<file path="src/rtl/obstacle_scheduler.sv">
// obstacle_scheduler: NUM_OBS scrolling obstacle slots with run/freeze FSM, gap/delay spawning and optional speed ramp (OBS_SPEED_RAMP_EN)
module obstacle_scheduler #(
    parameter int NUM_OBS    = 2,
    parameter int CONV       = 2,
    parameter int SPAWN_POS  = 159,
    parameter int MIN_GAP    = 40,
    parameter int SPEED_MAX  = 4,
    parameter int RAMP_TICKS = 600,
    localparam int PW = 10 - CONV
) (
    input  logic                  clk,
    input  logic                  rst,
    input  logic                  i_tick,
    input  logic [7:0]            i_rng,
    input  logic                  i_start,
    input  logic                  i_freeze,
    output logic [NUM_OBS*PW-1:0] o_obs_pos,
    output logic [NUM_OBS*3-1:0]  o_obs_type,
    output logic [NUM_OBS-1:0]    o_obs_active,
    output logic [3:0]            o_speed,
    output logic                  o_passed
);
    localparam logic [PW-1:0] GAP_LIM = PW'(SPAWN_POS - MIN_GAP);

    typedef enum logic [1:0] {IDLE, RUN, FROZEN} state_t;

    state_t                state, state_n;
    logic [NUM_OBS*PW-1:0] pos_n;
    logic [NUM_OBS*3-1:0]  type_n;
    logic [NUM_OBS-1:0]    act_n;
    logic [3:0]            speed_n, delay, delay_n;
    logic                  passed_n, gap_ok, spawned;
    logic [PW-1:0]         spd;
    logic                  rng_unused;

    assign rng_unused = i_rng[3];

`ifdef OBS_SPEED_RAMP_EN
    localparam int RW = RAMP_TICKS > 1 ? $clog2(RAMP_TICKS) : 1;
    logic [RW-1:0] ramp, ramp_n;
`else
    localparam int ramp_unused = RAMP_TICKS;
`endif

    // next-state: FSM transitions, slot scrolling, spawn decision and speed ramp
    always_comb begin
        state_n  = state;
        pos_n    = o_obs_pos;
        type_n   = o_obs_type;
        act_n    = o_obs_active;
        speed_n  = o_speed;
        delay_n  = delay;
        passed_n = 1'b0;
        gap_ok   = 1'b1;
        spawned  = 1'b0;
        spd      = PW'(o_speed);
`ifdef OBS_SPEED_RAMP_EN
        ramp_n   = ramp;
`endif
        if (state == RUN && i_freeze) begin
            state_n = FROZEN;
        end else if (state != RUN && i_start) begin
            state_n = RUN;
            pos_n   = '0;
            type_n  = '0;
            act_n   = '0;
            speed_n = 4'd1;
            delay_n = 4'd0;
`ifdef OBS_SPEED_RAMP_EN
            ramp_n  = '0;
`endif
        end else if (state == RUN && i_tick) begin
            for (int k = 0; k < NUM_OBS; k++) begin
                if (o_obs_active[k]) begin
                    if (o_obs_pos[k*PW +: PW] < spd) begin
                        act_n[k] = 1'b0;
                        passed_n = 1'b1;
                    end else begin
                        pos_n[k*PW +: PW] = o_obs_pos[k*PW +: PW] - spd;
                    end
                end
            end
            for (int k = 0; k < NUM_OBS; k++)
                if (act_n[k] && pos_n[k*PW +: PW] > GAP_LIM) gap_ok = 1'b0;
            if (delay != 4'd0) begin
                delay_n = delay - 4'd1;
            end else if (gap_ok) begin
                for (int k = 0; k < NUM_OBS; k++) begin
                    if (!act_n[k] && !spawned) begin
                        spawned           = 1'b1;
                        act_n[k]          = 1'b1;
                        pos_n[k*PW +: PW] = PW'(SPAWN_POS);
                        type_n[k*3 +: 3]  = i_rng[2:0];
                    end
                end
                delay_n = spawned ? i_rng[7:4] : 4'd0;
            end
`ifdef OBS_SPEED_RAMP_EN
            ramp_n = ramp == RW'(RAMP_TICKS - 1) ? '0 : ramp + RW'(1);
            if (ramp == RW'(RAMP_TICKS - 1) && o_speed < 4'(SPEED_MAX)) speed_n = o_speed + 4'd1;
`endif
        end
    end

    // registered state and outputs
    always_ff @(posedge clk) begin
        if (rst) begin
            state        <= IDLE;
            o_obs_pos    <= '0;
            o_obs_type   <= '0;
            o_obs_active <= '0;
            o_speed      <= 4'd1;
            o_passed     <= 1'b0;
            delay        <= 4'd0;
        end else begin
            state        <= state_n;
            o_obs_pos    <= pos_n;
            o_obs_type   <= type_n;
            o_obs_active <= act_n;
            o_speed      <= speed_n;
            o_passed     <= passed_n;
            delay        <= delay_n;
        end
    end

`ifdef OBS_SPEED_RAMP_EN
    // ramp tick counter
    always_ff @(posedge clk) begin
        if (rst) ramp <= '0;
        else ramp <= ramp_n;
    end
`endif

endmodule

</file>
<file path="config.mk">
export PLATFORM = sky130hd
export DESIGN_NAME = obstacle_scheduler
export DESIGN_NICKNAME = d
export VERILOG_FILES = /design/src/rtl/obstacle_scheduler.sv
export SDC_FILE = /design/constraint.sdc
export NUM_CORES = 1
export LEC_CHECK = 0
export CAP_MARGIN = 20
export CORE_UTILIZATION = 27
export CTS_CLUSTER_SIZE = 8
export DETAILED_ROUTE_END_ITERATION = 16
export SLEW_MARGIN = 15
export SYNTH_ARGS = -nofsm -noshare
export SYNTH_HDL_FRONTEND = slang
export SYNTH_SLANG_ARGS = --single-unit
</file>
<file path="constraint.sdc">
create_clock -name clk -period 5.7 [get_ports clk]
set_input_delay 0.57 -clock clk [delete_from_list [all_inputs] [get_ports clk]]
set_output_delay 0.57 -clock clk [all_outputs]
set_load 0.02 [all_outputs]
</file>
After elaboration in Yosys (flattened, before gate mapping):

Cells that the tools add are included.

* register bits: 31
* input port bits: 13
* output and inout bits: 29
* logic and storage cells: 106

* $add $sub $neg: 3
* magnitude comparators: 4
* eq/ne operators: 4
* multiplexer cells: 65
* bitwise operators: 2
* reductions and logical operators: 20

Operators with widths (count)
* $mux W8: 12
* $mux W16: 4
* $mux W1: 32
* $mux W6: 4
* $mux W4: 5
* $gt A8 B7 Y1 const B: 2
* $lt A8 B1 Y1 const B: 2
* $sub A8 B1 Y8 const B: 2
* $mux W2: 6
* $reduce_and A5 Y1: 2
* $reduce_bool A2 Y1: 4
* $logic_and A1 B1 Y1: 6
* $mux W3: 2
* $ne A2 B2 Y1 const B: 2
* $reduce_bool A4 Y1: 1
* $reduce_or A4 Y1: 1
* $sub A4 B1 Y4 const B: 1
* $reduce_and A3 Y1: 1
* $reduce_bool A3 Y1: 1
* $eq A2 B1 Y1 const B: 1
* $logic_not A1 Y1: 2
* $ne A2 B1 Y1 const B: 1
* $not A1 Y1: 2
* $reduce_and A2 Y1: 1
* $reduce_or A2 Y1: 1

Depth between registers and ports, before layout:

Gate-level depths: netlist of run 1.

* depth in word-level cells: 31
* gate-level depth with buffers: 10
* gate-level depth less buffers: 9

Worst setup path after synthesis of run 1:

Ideal clock, no wire load.

* path kind: reg-to-reg
* start: register o_obs_pos[8]
* end: register o_obs_pos[2]
* library setup time: 117 ps
* arrival: 2362 ps
* data required time: 5583 ps
* slack: 3221 ps
* cell stages (with the launch flop): 10
* buffers on the path: 0
* clock period less this slack: 2479 ps
* path through: dfxtp_1 > inv_1 > ha_1 > nor2b_1 > nand3b_1 > a21oi_1 > o41ai_1 > a211o_1 > o211ai_1 > a32o_1

* word-level cells in the longest chain between the ends: 16
* elaborated cells between the ends (all ways): 22
* classes of those cells: add/sub: 1; order compare: 2; mux: 18; reduce/logical: 1

RTL lines
* start: declaration: RTL line 17 `output logic [NUM_OBS*PW-1:0] o_obs_pos,`
* start signal: assignment: RTL line 117 `o_obs_pos <= pos_n;`
* $sub A8 B1 Y8 or $lt A8 B1 Y1 (tied branches): RTL line 79, 75
* $mux W8: RTL line 75 `if (o_obs_pos[k*PW +: PW] < spd) begin`
* $mux W8: RTL line 74 `if (o_obs_active[k]) begin`
* $mux W8: RTL line 72 `end else if (state == RUN && i_tick) begin`
* $mux W8: RTL line 62 `end else if (state != RUN && i_start) begin`
* $mux W8: RTL line 60 `if (state == RUN && i_freeze) begin`
* $gt A8 B7 Y1: RTL line 84 `if (act_n[k] && pos_n[k*PW +: PW] > GAP_LIM) gap_ok = 1'b0;`
* $logic_and A1 B1 Y1 (*): RTL line 84
* $mux W1 (*): RTL line 84
* $mux W1 (*): RTL line 72
* $mux W1 (*): RTL line 62
* $mux W1 (*): RTL line 60
* $mux W16 (*): RTL line 87 `end else if (gap_ok) begin`
* $mux W16 (*): RTL line 85 `if (delay != 4'd0) begin`
* $mux W16 (*): RTL line 72
* $mux W16 (*): RTL line 62

Mark *: on every way between the ends. The rest lies on a longest branch, timed or not. The select of a mux whose other input is x is not followed.
A chain may end at the register's enable or synchronous reset.

Worst setup path in the final report of run 1:

* start: register o_obs_pos[8]
* end: register o_obs_pos[4]

Same word-level chain as after synthesis.

==> results.tsv, run 1 <==
stage	metric	value	unit
sta	final hold violation count	0	
yosys	Mean Syn Cell Area	7.99	um2
route	Via Count	1826	
worst_setup_path	Critical Path AT	2.94	ns
yosys	post-synthesis compound-gate area fraction	0.256	
worst_setup_path	slowest CP cell	o41ai_1	
yosys	register bit total from synthesis	31	
sta	fin. max-slew vios	0	
power	Clock Power Share	0.442	
placement	Port Buffers	36	
yosys	mux cell area share after synthesis	0.0403	
worst_setup_path	critical path endpoint category	register	
global_routing	largest net degree at the start of global routing	17	
yosys	distinct cell type count after synthesis	53	
layout	final-stage net count	288	
sta	max_slew headroom	0.385	
clocking	CTS Root Cell	clkbuf_8	
clocking	CTS Buffer Depth	2	
route	DR iter-0 viols	128	
global_routing	antenna violations before repair	0	
worst_setup_path	startpoint types	register	
floorplan	Die ar.	0.00735	mm2
clocking	# hold bufs at CTS	0	
layout	Diodes inserted	0	
yosys	Main synth FF type	dfxtp_1	
route	Via density	4.96	
global_routing	number of global-route vias before repair	1668	
yosys	largest family of logic cells by synthesized area	simple AND/OR/NAND/NOR gates	
sta	Fin Setup TNS	0	ns
sta	slew at the pin closest to its max-slew limit	0.923	ns
worst_setup_path	Reg-to-Reg Start	o_obs_pos[8]	
placement	GPL Wtd Cong	0.829	
yosys	Post-Syn Area	0.00189	mm2
clocking	post_cts resized	0	
floorplan	total I/O pin count	42	
worst_hold_path	Hold Crit Depth	2	
worst_setup_path	reg2reg setup slack	2.94	ns
layout	share of post-route cells with drive strength above 1	0.0882	
power	Net Switching	133	uW
sta	hold_ws	0.461	ns
yosys	Synth warnings	0	
sta	Final period util	0.484	
floorplan	site row count	30	
layout	area grow syn2layout	29.0	%
worst_setup_path	worst setup path class	register to register	
global_routing	All-Layer GR Usage	0.135	
yosys	post-synthesis xor/xnor area fraction	0.0231	
worst_hold_path	worst hold endpoint	o_obs_type[1]	
floorplan	Die H	85.8	um
yosys	area share of fa/ha/maj cells after synthesis	0.0264	
worst_setup_path	CP peak stage delay	0.64	ns
worst_hold_path	HP Class	register to register	
worst_setup_path	R2R Path End	o_obs_pos[4]	
sta	Layout Skew	0.00603	ns
power	leak pwr	0.000913	uW
yosys	number of synthesized flops with an enable pin	0	
worst_setup_path	cell chain of the critical path	inv_1 -> ha_1 -> nor2b_1 -> nand3b_1 -> a21oi_1 -> o41ai_1 -> a211o_1 -> o21ai_0 -> a32o_1	
clocking	Num CTS Buffers	5	
clocking	clk_lat worst skew	0.29	ns
global_routing	total gr overflow	0	
worst_setup_path	worst-path fanout max	6	
placement	Detailed Place HPWL	3.59	mm
power	Seq pwr share	0.433	
clocking	number of clock sinks	31	
worst_setup_path	Critical Path RT	5.88	ns
worst_hold_path	min-delay src	o_obs_type[1]	
sta	RSZ-0062 raised after global routing	false	
route	Post-route DRC	0	
outcome	status	complete, no violations	
power	Switching Fraction	0.255	
power	PwrDens	214	mW/mm2
yosys	ys async rst share	0	
run	Max-Cap Viols	0	
clocking	TritonCTS clock tree	built	
power	Peak VDD IR	0.0801	mV
layout	FILL cells	711	
clocking	clock transition at the registers of the reported paths	0.07	ns
clocking	# H-tree levels	2	
route	WL final	4.77	mm
route	first-pass iteration count of the detailed router	4	
yosys	Seq/Total Area, Yosys	0.328	
floorplan	core area	0.00679	mm2
route	ANT nets after route	0	
power	combinational cell fraction of total power	0.126	
sta	fmax	363	MHz
worst_setup_path	cells on worst reg2reg path	9	
yosys	Post-Synthesis Cells	237	
clocking	post-CTS setup buffers	0	
global_routing	first-pass GRT wire length	8.00	mm
sta	# setup viols final	0	
power	Int Pwr	389	uW
route	DR WL/cell	13.0	um
sta	min Tclk post-route	2.76	ns
floorplan	die width	85.8	um
floorplan	Starting Density	0.279	
worst_setup_path	CP Launch Point	o_obs_pos[8]	
yosys	Synth Area in Simple Gates	0.273	
==> through the flow <==
stage	instance area [um2]	utilization	instances	power (uW)	worst slack (ns)
finish	2440	0.360	368	522	2.94
floorplan	1900	-	239	275	3.22
global placement	2330	0.342	360	296	2.94
detailed placement	2330	0.342	360	296	2.94
CTS	2440	0.360	368	526	2.95
global route	2440	0.360	368	541	2.72
==> sequential cells by signal (all words and copies together), names as in the netlist <==
| signal | cells |
|---|---|
| o_obs_active | 2 |
| o_passed | 1 |
| state | 2 |
| delay | 4 |
| o_obs_pos | 16 |
| o_obs_type | 6 |
==> power by group through the flow <==
stage / Sequential (uW) / Combinational, uW / Clock (uW)
global route: 227 / 71.8 / 242
CTS: 226 / 65.6 / 235
global placement: 231 / 65.0 / 0
finish: 226 / 65.6 / 231
detailed placement: 231 / 65.4 / 0
floorplan: 232 / 42.9 / 0
==> cell type report <==
type	instances	area (um2)	area share
Inverter	8	30.0	0.0123
Multi-Input combinational cell	188	1190	0.486
Sequential cell	31	621	0.254
Tap cell	96	120	0.0492
Clock inverter	2	35.0	0.0143
Clock buffer	6	82.6	0.0338
Timing Repair Buffer	37	368	0.151
==> worst max-delay path, delay by kind of cell, from the launching register on <==
kind / cells / cell delay (ns)
flip-flops: 1 / 0.42
buffers and inverters: 1 / 0.11
AO/OA/AOI/OAI: 5 / 1.47
AND/OR/NAND/NOR: 2 / 0.43
adder cells (fa/ha/maj): 1 / 0.23
==> worst max-delay path by stage <==
stage               depth (start not counted)            to
CTS                                         9  o_obs_pos[4]
global route                                9  o_obs_pos[4]
floorplan                                   9  o_obs_pos[2]
global placement                            9  o_obs_pos[4]
finish                                      9  o_obs_pos[4]
detailed placement                          6  o_obs_pos[9]
==> layout by cell type, fill, tap and decap left out, drive strengths merged, types with 3 or more instances in the layout <==
master,count
a21oi,21
a31o,3
a31oi,6
and2,3
clkbuf,6
clkdlybuf4s50,36
conb,4
dfxtp,31
ha,4
inv,8
mux2i,5
nand2,32
nand3,9
nand3b,3
nand4,3
nor2,26
nor2b,6
nor3,5
o21ai,14
o41ai,3
xor2,3
==> cells by family after synthesis <==
family,after synthesis
buf+inv,20
fa+ha+maj,4
other cells,2
mux,7
flops,31
simple gates,99
compound gates,69
xor+xnor,5
==> cell usage after synthesis, drive strengths merged, types with 2 or more instances <==
cell,number,area [um2]
o31ai,2,15.0
nor4,2,12.5
a21o,2,15.0
ha,4,50.1
mux2i,5,50.1
mux2,2,26.3
o211ai,2,15.0
o21a,2,22.5
a32oi,2,17.5
buf,5,37.5
nand2,32,128
o211a,2,20.0
clkbuf,7,26.3
o41ai,3,33.8
nor2,26,97.6
a31oi,6,37.5
a211oi,2,15.0
nand3,9,45.0
nand3b,3,22.5
nor3,5,36.3
nand4,3,25.0
conb,2,7.51
or3b,2,17.5
a21oi,21,105
dfxtp,31,621
inv,8,30.0
nor3b,2,20.0
and3,2,13.8
xnor2,2,17.5
a31o,3,26.3
and2,3,18.8
a32o,2,20.0
xor2,3,26.3
nand2b,2,12.5
o21ai,14,70.1
nor2b,6,37.5
==> metal layers <==
layer	routed length, um	track usage
met3	242	0.0289
met2	2160	0.213
met1	2320	0.183
met4	50	0.0455
met5	0	0
Power figures use the tool's default switching activity.
==> run 2: changes to the inputs <==
==> constraint.sdc (replaced) <==
create_clock -name clk -period 2.8 [get_ports clk]
set_input_delay 0.28 -clock clk [delete_from_list [all_inputs] [get_ports clk]]
set_output_delay 0.28 -clock clk [all_outputs]
set_load 0.02 [all_outputs]
==> run 2 against run 1 <==
  * Worst setup slack worse by 2.7 ns
  * Cell area increased by 1.2%
  * Fmax rose by 9.4%
  * First-iteration DRC count decreased by 17%
  * Clock-buffer cell count decreased by 1
  * Flip-flop and latch count stayed put
  * Utilization up 0.42 points
  * Die area is the same
==> results.tsv, run 2 (synthesized netlist as in run 1, its figures left out) <==
stage	metric	value	unit	change
worst_setup_path	Reg-to-Reg Start	o_obs_pos[8]		
clocking	clock transition at the registers of the reported paths	0.07	ns	about the same
clocking	# hold bufs at CTS	0		unchanged
route	ANT nets after route	0		unchanged
sta	Layout Skew	0.00836	ns	+0.00233 ns
placement	GPL Wtd Cong	0.857		+3.4%
floorplan	total I/O pin count	42		unchanged
route	WL final	4.86	mm	+1.7%
global_routing	All-Layer GR Usage	0.136		+0.000610
global_routing	largest net degree at the start of global routing	15		-2
power	Net Switching	272	uW	+100%
clocking	CTS Buffer Depth	2		unchanged
sta	final hold violation count	0		unchanged
clocking	TritonCTS clock tree	built		
worst_setup_path	CP Launch Point	o_obs_pos[8]		
layout	final instance area	0.00247	mm2	+1.2%
route	DR WL/cell	13.0	um	-0.16%
power	PwrDens	384	mW/mm2	+80%
global_routing	number of global-route vias before repair	1650		-1.1%
global_routing	total gr overflow	0		unchanged
layout	most frequent cells in the layout	clkdlybuf4s50_1, nand2_1, dfxtp_1		
layout	max reg flops	16		unchanged
route	Via density	4.89		-1.5%
sta	fmax	397	MHz	+9.4%
floorplan	Die ar.	0.00735	mm2	unchanged
layout	commonest non-fill, non-tap cell in the layout	clkdlybuf4s50_1		
sta	slew at the pin closest to its max-slew limit	0.542	ns	-0.381 ns
sta	Fin Setup TNS	0	ns	unchanged
route	Via Count	1832		+0.33%
clocking	number of clock sinks	31		unchanged
layout	area grow syn2layout	30.5	%	
power	Int Pwr	678	uW	+74%
outcome	status	complete, no violations		
floorplan	Die H	85.8	um	unchanged
worst_setup_path	worst setup path class	register to register		
sta	fin. max-slew vios	0		unchanged
layout	largest registers	o_obs_pos x16, o_obs_type x6, delay x4		
worst_setup_path	Critical Path RT	2.95	ns	-2.93 ns
clocking	post_cts resized	0		unchanged
placement	Post-Place Cells	367		+1.9%
global_routing	antenna violations before repair	0		unchanged
floorplan	core area	0.00679	mm2	unchanged
sta	RSZ-0062 raised after global routing	false		
clocking	CTS Root Cell	clkbuf_8		
power	Seq pwr share	0.485		+0.052
floorplan	Starting Density	0.279		unchanged
placement	Placed Area	0.00238	mm2	+2.3%
power	combinational cell fraction of total power	0.147		+0.021
power	Overall Power	950	uW	+82%
placement	Port Buffers	36		unchanged
layout	non-filler cells, final	375		+1.9%
clocking	# H-tree levels	2		unchanged
global_routing	first-pass GRT wire length	7.94	mm	-0.70%
power	leak pwr	0.000944	uW	+3.5%
sta	# setup viols final	0		unchanged
sta	max_slew headroom	0.638		+0.253
clocking	Num CTS Buffers	5		unchanged
floorplan	die width	85.8	um	unchanged
power	Switching Fraction	0.286		+0.0310
clocking	post-CTS setup buffers	0		unchanged
layout	share of post-route cells with drive strength above 1	0.118		+0.0300
worst_setup_path	worst-path fanout max	6		unchanged
layout	most flop-heavy register	o_obs_pos		
layout	Diodes inserted	0		unchanged
route	DR iter-0 viols	106		-17%
layout	final-stage net count	295		+2.4%
sta	min Tclk post-route	2.52	ns	-0.236 ns
route	first-pass iteration count of the detailed router	4		unchanged
route	Post-route DRC	0		unchanged
worst_hold_path	HP Class	register to register		
run	Max-Cap Viols	0		unchanged
worst_hold_path	min-delay src	o_obs_type[2]		
sta	Final period util	0.901		+0.417
worst_setup_path	critical path endpoint category	register		
placement	Detailed Place HPWL	3.64	mm	+1.5%
power	Peak VDD IR	0.165	mV	+110%
power	Clock Power Share	0.368		-0.074
worst_setup_path	Critical Path AT	2.68	ns	-0.26 ns
worst_setup_path	startpoint types	register		
clocking	clk_lat worst skew	0.29	ns	about the same
floorplan	site row count	30		unchanged
run 2: layout make-up:
| class | count | area, um2 |
|---|---|---|
| Multi-Input combinational cell | 188 | 1200 |
| Sequential cell | 31 | 621 |
| Inverter | 8 | 30.0 |
| Clock inverter | 3 | 15.0 |
| Tap cell | 96 | 120 |
| Timing Repair Buffer | 44 | 420 |
| Fill cell | 701 | 4320 |
| Clock buffer | 5 | 68.8 |
run 2: worst paths after layout:
path                                       to  depth (start not counted)  slack, ns
worst max-delay path             o_obs_pos[1]                         10       0.28
worst min-delay path            o_obs_type[2]                          2       0.46
worst max register to register   o_obs_pos[1]                         10       0.28
worst min register to register  o_obs_type[2]                          2       0.46
run 2: through the flow:
stage / setup slack [ns] / utilization / hold WS (ns)
after floorplan: 0.321 / - / 0.418
after global placement: 0.259 / 0.350 / 0.450
after detailed placement: 0.258 / 0.350 / 0.456
after CTS: 0.232 / 0.362 / 0.467
after global routing: 0.0837 / 0.364 / 0.499
final: 0.278 / 0.364 / 0.462
run 2: per-layer routing:
metal / share of wire / up-vias / GRT usage
li1: - / 934 / -
met1: 0.50 / 843 / 0.182
met2: 0.45 / 47 / 0.215
met3: 0.047 / 8 / 0.0375
met4: 0.010 / 0 / 0.0348
met5: 0 / - / 0
run 2: worst max-delay path, cell delays in order, from the launching register on:
cell and delay, ns:
dfxtp_1 0.41, inv_1 0.10, ha_1 0.24, nor2b_2 0.19, nand3b_1 0.22, a21oi_1 0.12, o41ai_2 0.38, buf_4 0.18
a21oi_1 0.07, o21ai_0 0.34, a221oi_1 0.13
run 2: power by group through the flow:
| stage | sequential, uW | clock, uW | combinational [uW] |
|---|---|---|---|
| after floorplan | 473 | 0 | 87.4 |
| after global placement | 470 | 0 | 139 |
| after detailed placement | 470 | 0 | 139 |
| after CTS | 460 | 362 | 140 |
| after global routing | 461 | 384 | 153 |
| final | 461 | 350 | 140 |
